--- config.mk ---
export PLATFORM = sky130hd
export DESIGN_NAME = day11_seq_comparator_ctrl
export DESIGN_NICKNAME = d
export VERILOG_FILES = /design/src/rtl/day11_seq_comparator_ctrl.sv
export SDC_FILE = /design/constraint.sdc
export NUM_CORES = 1
export LEC_CHECK = 0
export ABC_AREA = 1
export BUFFER_PORTS_ARGS = -buffer_cell sky130_fd_sc_hd__buf_2
export CORE_ASPECT_RATIO = 0.6
export CORE_UTILIZATION = 55
export CTS_CLUSTER_DIAMETER = 40
export CTS_CLUSTER_SIZE = 16
export DETAILED_ROUTE_END_ITERATION = 10
export HOLD_SLACK_MARGIN = 0.05
export PLACE_DENSITY_LB_ADDON = 0.15
export SYNTH_ARGS = -nofsm -noshare
export SYNTH_HDL_FRONTEND = slang
export SYNTH_SLANG_ARGS = --single-unit
export TNS_END_PERCENT = 5
--- constraint.sdc ---
create_clock -name clk -period 4.25 [get_ports clk]
set_clock_uncertainty 0.2 [all_clocks]
set_input_delay 0 -clock clk [delete_from_list [all_inputs] [get_ports clk]]
set_output_delay 0 -clock clk [all_outputs]
set_load 0.01 [all_outputs]
--- src/rtl/day11_seq_comparator_ctrl.sv ---
// Serial magnitude compare of two wide operands, one nibble per clock, MSB first.
// Stops at the first unequal nibble and pulses done with registered g/e/s.
//
//   state | meaning
//   IDLE  | waiting for start; results held from the last compare
//   CMP   | examining nibble r_idx of the latched operands
module day11_seq_comparator_ctrl #(
    parameter int NIBBLES = 4
) (
    input  logic                   clk,
    input  logic                   rst_n,
    input  logic                   start,
    input  logic [4*NIBBLES-1:0]   a,
    input  logic [4*NIBBLES-1:0]   b,
    output logic                   busy,
    output logic                   done,
    output logic                   g,
    output logic                   e,
    output logic                   s,
    output logic [4:0]             nib_cnt
);

    localparam int W  = 4 * NIBBLES;
    localparam int IW = (NIBBLES > 1) ? $clog2(NIBBLES) : 1;
    localparam logic [IW-1:0] IDX_TOP = IW'(NIBBLES - 1);

    typedef enum logic {IDLE, CMP} state_t;

    state_t          r_state;
    state_t          w_next;
    logic [W-1:0]    r_a;
    logic [W-1:0]    r_b;
    logic [IW-1:0]   r_idx;
    logic            r_done;
    logic            r_g;
    logic            r_e;
    logic            r_s;
    logic [4:0]      r_nib_cnt;

    logic [3:0]      w_na;
    logic [3:0]      w_nb;
    logic            w_ng;
    logic            w_ns;
    logic            w_last;
    logic            w_finish;

    // Nibble select mux feeding the single shared comparator stage.
    always_comb begin
        w_na = '0;
        w_nb = '0;
        for (int i = 0; i < NIBBLES; i++) begin
            if (r_idx == i[IW-1:0]) begin
                w_na = r_a[4*i +: 4];
                w_nb = r_b[4*i +: 4];
            end
        end
    end

    assign w_ng     = (w_na > w_nb);
    assign w_ns     = (w_na < w_nb);
    assign w_last   = (r_idx == '0);
    assign w_finish = (r_state == CMP) && (w_ng || w_ns || w_last);

    always_ff @(posedge clk or negedge rst_n) begin
        if (!rst_n) begin
            r_state <= IDLE;
        end else begin
            r_state <= w_next;
        end
    end

    always_comb begin
        w_next = r_state;
        case (r_state)
            IDLE:    if (start) w_next = CMP;
            CMP:     if (w_finish) w_next = IDLE;
            default: w_next = IDLE;
        endcase
    end

    always_ff @(posedge clk or negedge rst_n) begin
        if (!rst_n) begin
            r_a       <= '0;
            r_b       <= '0;
            r_idx     <= '0;
            r_done    <= 1'b0;
            r_g       <= 1'b0;
            r_e       <= 1'b0;
            r_s       <= 1'b0;
            r_nib_cnt <= '0;
        end else begin
            r_done <= w_finish;
            if (r_state == IDLE) begin
                if (start) begin
                    r_a       <= a;
                    r_b       <= b;
                    r_idx     <= IDX_TOP;
                    r_g       <= 1'b0;
                    r_e       <= 1'b0;
                    r_s       <= 1'b0;
                    r_nib_cnt <= '0;
                end
            end else begin
                r_nib_cnt <= r_nib_cnt + 5'd1;
                if (w_ng) begin
                    r_g <= 1'b1;
                end else if (w_ns) begin
                    r_s <= 1'b1;
                end else if (w_last) begin
                    r_e <= 1'b1;
                end else begin
                    r_idx <= r_idx - 1'b1;
                end
            end
        end
    end

    assign busy    = (r_state == CMP);
    assign done    = r_done;
    assign g       = r_g;
    assign e       = r_e;
    assign s       = r_s;
    assign nib_cnt = r_nib_cnt;

endmodule

==> results of run 1 <==
routing by layer:
layer	GRT usage	part of all wire	vias to the layer above
li1	-	-	971
met1	0.3701	0.51	878
met2	0.3907	0.43	51
met3	0.06624	0.049	9
met4	0.07471	0.014	0
met5	0	0	-
worst min-delay path by stage:
stage / start / to / slack (ns) / cells past startpoint
after floorplan: rst_n / busy / -0.50 / 0
after detailed placement: rst_n / r_a[3] / -0.003 / 1
final: rst_n / r_a[3] / 0.19 / 2
after global routing: b[10] / r_b[10] / 0.23 / 4
after global placement: b[12] / r_b[12] / -0.007 / 3
after CTS: b[10] / r_b[10] / 0.22 / 4
cells in the final DEF, fill, tap and decap left out:
cell | Yosys | final
a21oi_1 | 8 | 8
a22o_1 | 1 | 1
a22oi_1 | 8 | 8
buf_2 | 2 | 44
clkbuf_1 | 0 | 1
clkbuf_8 | 0 | 5
clkinv_2 | 0 | 1
dfrtp_1 | 44 | 44
dlygate4sd3_1 | 0 | 34
ha_1 | 9 | 9
inv_1 | 11 | 11
inv_2 | 2 | 2
inv_4 | 1 | 1
nand2_1 | 129 | 129
nand2_2 | 2 | 2
nand2_4 | 2 | 2
nand3_1 | 4 | 4
nand3_2 | 1 | 1
nand4_1 | 1 | 1
nor2_1 | 9 | 9
nor2_8 | 1 | 1
nor3_2 | 1 | 1
o211ai_1 | 2 | 2
o21ai_0 | 9 | 9
o21ai_1 | 3 | 3
o21ai_2 | 1 | 1
o21bai_1 | 1 | 1
final cells by class:
cell class,instances,share of cell area
inverters,14,0.01977
multi-input cells,192,0.3347
flip-flops and latches,44,0.3953
well taps,47,0.02111
clock inverters,1,0.001797
repair buffers,78,0.2013
clock buffers,6,0.02606
stage by stage:
step,power [mW],area [sq um]
2_1_floorplan,1.324,2186
3_3_place_gp,1.485,2367
3_5_place_dp,1.510,2367
4_1_cts,1.781,2785
5_1_grt,1.951,2785
6_report,1.777,2785
registers in the layout (all words and copies together) (netlist names):
| name | flops |
|---|---|
| r_idx | 2 |
| nib_cnt | 5 |
| done | 1 |
| busy | 1 |
| e | 1 |
| s | 1 |
| r_a | 16 |
| r_b | 16 |
| g | 1 |
worst max-delay path: stages, from the launching register on:
cell,delay (ns)
dfrtp_1,0.41
inv_1,0.11
ha_1,0.45
nor2_8,0.10
a22oi_1,0.16
nand2_1,0.09
o211ai_1,0.09
nand2_1,0.08
ha_1,0.31
nand2_2,0.09
inv_1,0.04
nand2_1,0.07
nand2_1,0.10
nand2_1,0.10
nand2_1,0.07
o21bai_1,0.14
nand2_1,0.06
what timing repair did:
action,CTS,global route
hold buffers,34,0
buffers inserted,0,0
endpoints found under the hold margin,79,0
kinds of logic after synthesis:
group | count (synthesis) | synth area share
simple gates | 150 | 0.2833
flops | 44 | 0.5037
compound gates | 33 | 0.09158
buf+inv | 24 | 0.06984
fa+ha+maj | 9 | 0.05152
power by group:
part | switching, mW | internal (mW) | total, mW
logic | 0.523 | 0.326 | 0.849
registers | 0.116 | 0.569 | 0.685
clock network | 0.131 | 0.112 | 0.243
total | 0.770 | 1.01 | 1.78
==> run_results.csv, run 1 <==
group,metric,value,unit
synth,synth.top_cells.by_count,"129 x nand2_1, 44 x dfrtp_1, 11 x inv_1",
floorplanning,die_area,4238,sq um
synth,synth_top_area_cell,"dfrtp_1",
sta,hold_viol_final,0,
clock_network,h-tree-depth,2,
synth,synth_seq_cells,44,
sta,setup_slack,1.478,ns
synth,syn_nets,304,
worst_hold_path,min_path_type,"in -> async",
clock_network,clk_path_buf_depth,2,
synth,avgSynthCellArea,8.407,sq um
drt,num_vias,1909,
sta,relSlewSlack,0.3655,
pwr,max-vdd-ir-drop,346.6,uV
layout,syn_to_final_growth,27.42,%
layout,fillers,310,
sta,max_freq,360.7,MHz
worst_setup_path,cp.arrival,2.76,ns
drt,wl,4.822,mm
layout,multi_input_comb_area,932.1,sq um
worst_setup_path,worst-path-max-fanout,9,
synth,synth_area,2186,sq um
global_route,overflow,0,
flow_run,cap_violations,0,
drt,dr.pass1.iters,6,
global_route,track_usage,0.2578,
clock_network,clk_latency,0.29,ns
placement,place_congestion,0.8611,
drt,drc,0,
layout,regArea,1101,sq um
layout,num-nets-final,379,
worst_setup_path,rr_worst_depth,16,
layout,layout.cells.non_filler,382,
floorplanning,die_height,50.83,microns
synth,async_reset_ff_frac,1.000,
clock_network,root_buffer,"clkbuf_8",
worst_setup_path,startpoint,"r_idx[1]",
synth,yosysMostFrequentCell,"nand2_1",
synth,seq_area_frac_synth,0.5037,
layout,num_antenna_cells,0,
worst_setup_path,crit_required,4.23,ns
clock_network,cts_tree,"built",
sta,worst_slew_pin_slew,0.9517,ns
synth,yosysWarnings,0,
placement,place_inst,341,
global_route,grt_max_degree,45,
floorplanning,die_x,83.39,microns
sta,setup_tns,0,ns
worst_setup_path,r2r-end,"e",
worst_setup_path,timing.rr.start,"r_idx[1]",
synth,synth_area_leaders,"dfrtp_1 50%, nand2_1 22%, ha_1 5.2%",
sta,rsz0062_at_grt,"no",
pwr,p_leak,1.512,nW
layout,drive_gt1_frac,0.1821,
floorplanning,core_area,3744,sq um
floorplanning,io_pins,45,
clock_network,numCtsBuffers,5,
sta,timing.final.crit_share,0.6523,
sta,setup_violations,0,
synth,synth_enable_flop_cells,0,
worst_setup_path,endpoint,"e",
drt,postRouteAntennaNets,0,
sta,period_minus_slack,2.772,ns
worst_setup_path,rrSetupSlack,1.48,ns
clock_network,path_clk_slew,0.08,ns
placement,place_ws,1.513,ns
floorplanning,start_util,0.5839,
layout,fin_util,0.7440,
placement,portBuffers,44,
worst_setup_path,end_kind,"flop",
drt,vias_per_cell,4.997,
placement,dp_hpwl,3.192,mm
global_route,grt_pass1_vias,1859,
synth,postSynthCellCount,260,
pwr,p_per_area,638.1,nW/um^2
synth,ys.flop_type,"dfrtp_1",
sta,fin_worst_hold_slack,0.1879,ns
clock_network,post_cts_resized,0,
drt,drt_iter0_markers,81,
synth,ys_types,26,
clock_network,cts.sinks,44,
synth,synth_top_area_frac,0.5037,
worst_setup_path,path_class,"reg -> reg",
run_status,run_status,"finished clean",
floorplanning,rows,17,
global_route,antenna_found_initial,0,
sta,slew_viol_final,0,
drt,wire_per_inst,12.62,microns
global_route,grt_pass1_wl,8.321,mm
worst_setup_path,critPathLaunchType,"flop",
(Power assumes the default switching activity.)
==> inputs of run 2 (changes only) <==
--- a/config.mk
+++ b/config.mk
@@ -8,7 +8,7 @@
 export ABC_AREA = 1
 export BUFFER_PORTS_ARGS = -buffer_cell sky130_fd_sc_hd__buf_2
 export CORE_ASPECT_RATIO = 0.6
-export CORE_UTILIZATION = 55
+export CORE_UTILIZATION = 49
 export CTS_CLUSTER_DIAMETER = 40
 export CTS_CLUSTER_SIZE = 16
 export DETAILED_ROUTE_END_ITERATION = 10
==> constraint.sdc (replaced) <==
create_clock -name clk -period 2.55 [get_ports clk]
set_clock_uncertainty 0.2 [all_clocks]
set_input_delay 0 -clock clk [delete_from_list [all_inputs] [get_ports clk]]
set_output_delay 0 -clock clk [all_outputs]
set_load 0.01 [all_outputs]
==> run 2 against run 1 <==
Effect of this change:
- the run now ends with setup timing left
- clock power grew 85%
- maximum frequency up 8.2%
- sequential share of layout area down 4.7 points
- register-to-register slack got worse by 1.5 ns
- global-route usage grew 0.41 points
- sequential power rose by 69%
- non-clock buffer count grew 25
- utilization rose by 1.2 points
- die area is 12% higher
==> run_results.csv, run 2 (synthesis results as in run 1) <==
group,metric,value,unit
run_status,run_status,"finished with violations",
run_status,violations,"setup timing",
flow_run,cap_violations,0,
layout,fin_util,0.7560,
layout,num-nets-final,404,
sta,fin_worst_hold_slack,0.1928,ns
floorplanning,core_area,4189,sq um
sta,worst_slew_pin_slew,0.9614,ns
worst_setup_path,cp.arrival,2.54,ns
layout,syn_to_final_growth,44.88,%
sta,timing.final.crit_share,1.005,
worst_setup_path,end_kind,"flop",
drt,vias_per_cell,4.831,
sta,max_freq,390.3,MHz
placement,dp_hpwl,3.224,mm
drt,wl,5.687,mm
floorplanning,die_x,88.23,microns
drt,wire_per_inst,13.51,microns
floorplanning,start_util,0.5218,
layout,mostFrequentLayoutCells,"124 x nand2_1, 49 x dlygate4sd3_1, 44 x buf_2, 43 x dfrtp_1",
layout,drive_gt1_frac,0.2548,
layout,num_antenna_cells,0,
clock_network,clk_path_buf_depth,2,
global_route,overflow,0,
sta,setup_slack,-0.01211,ns
worst_setup_path,path_class,"reg -> reg",
clock_network,root_buffer,"clkbuf_8",
pwr,max-vdd-ir-drop,530.2,uV
global_route,track_usage,0.2619,
clock_network,numCtsBuffers,5,
clock_network,cts_tree,"built",
clock_network,clk_latency,0.29,ns
drt,drc,0,
sta,setup_violations,1,
global_route,grt_pass1_vias,2027,
placement,place_inst,358,
placement,place_ws,-0.08763,ns
floorplanning,io_pins,45,
global_route,grt_max_degree,45,
worst_setup_path,rr_worst_depth,15,
placement,portBuffers,44,
placement,place_congestion,0.7871,
pwr,p_per_area,1164,nW/um^2
floorplanning,die_height,53.74,microns
clock_network,h-tree-depth,2,
worst_setup_path,worst-path-max-fanout,10,
drt,dr.pass1.iters,4,
sta,period_minus_slack,2.562,ns
sta,hold_viol_final,0,
sta,setup_tns,-0.01211,ns
worst_setup_path,critPathLaunchType,"flop",
global_route,grt_pass1_wl,9.135,mm
pwr,p_leak,1.649,nW
global_route,antenna_found_initial,0,
worst_hold_path,min_path_type,"in -> async",
drt,drt_iter0_markers,115,
sta,rsz0062_at_grt,"yes",
sta,relSlewSlack,0.3591,
floorplanning,rows,18,
floorplanning,die_area,4741,sq um
layout,mostFrequentLayoutCell,"nand2_1",
clock_network,cts.sinks,44,
sta,slew_viol_final,0,
drt,num_vias,2034,
clock_network,path_clk_slew,0.08,ns
drt,postRouteAntennaNets,0,
layout,layout.cells.non_filler,421,
worst_setup_path,crit_required,2.53,ns
==> run 2: what timing repair did <==
action | 4_1_cts | 5_1_grt
pin swaps | 5 | 17
endpoints found under the hold margin | 80 | 0
gates resized for setup | 14 | 19
endpoints found under the setup margin | 4 | 7
buffers inserted | 3 | 4
hold buffers | 49 | 0
==> run 2: metrics by stage <==
step	area (sq um)	total power [mW]
after global routing	3167	3.995
after detailed placement	2426	2.573
after global placement	2426	2.541
after floorplan	2186	2.207
final	3167	3.687
after CTS	3064	3.317
==> run 2: final timing paths <==
kind,from,to,slack (ns)
max,r_idx[0],r_idx[0],-0.01
min,rst_n,r_a[8],0.19
max reg2reg,r_idx[0],r_idx[0],-0.01
min reg2reg,g,g,0.28
max in group asynchronous,rst_n,r_idx[0],1.30
min in group clk,b[9],r_b[9],0.23
==> run 2: area by class of cell <==
class	instances	area, sq um
timing repair buffer	103	802.0
fill	306	1022
tap	60	75.07
sequential	44	1102
multi-input combinational	192	1037
clock buffer	8	90.09
inverter	14	60.06
==> run 2: power by group <==
group	total [mW]	internal [mW]	switching, mW
combinational	2.08	0.931	1.15
sequential	1.16	0.950	0.207
clock	0.449	0.221	0.228
total	3.69	2.10	1.58
==> run 2: critical path, cell delays in order, from the launching register on <==
cell and delay [ns]:
dfrtp_2 0.46, inv_4 0.10, ha_4 0.19, inv_2 0.10
nor2_1 0.11, nor2_1 0.06, a22oi_1 0.24, ha_1 0.31
nand2_1 0.09, nand2_1 0.07, nand2_2 0.11, nand2_4 0.07
nand3_2 0.10, nand2_4 0.08, o21ai_2 0.07, nand2_1 0.09
==> run 2: layer usage <==
| metal | vias up | global-route usage | share of wire |
|---|---|---|---|
| met5 | - | 0 | 0 |
| met4 | 0 | 0.08065 | 0.013 |
| met3 | 11 | 0.06135 | 0.040 |
| met2 | 54 | 0.4308 | 0.46 |
| met1 | 943 | 0.3497 | 0.48 |
| li1 | 1026 | - | - |
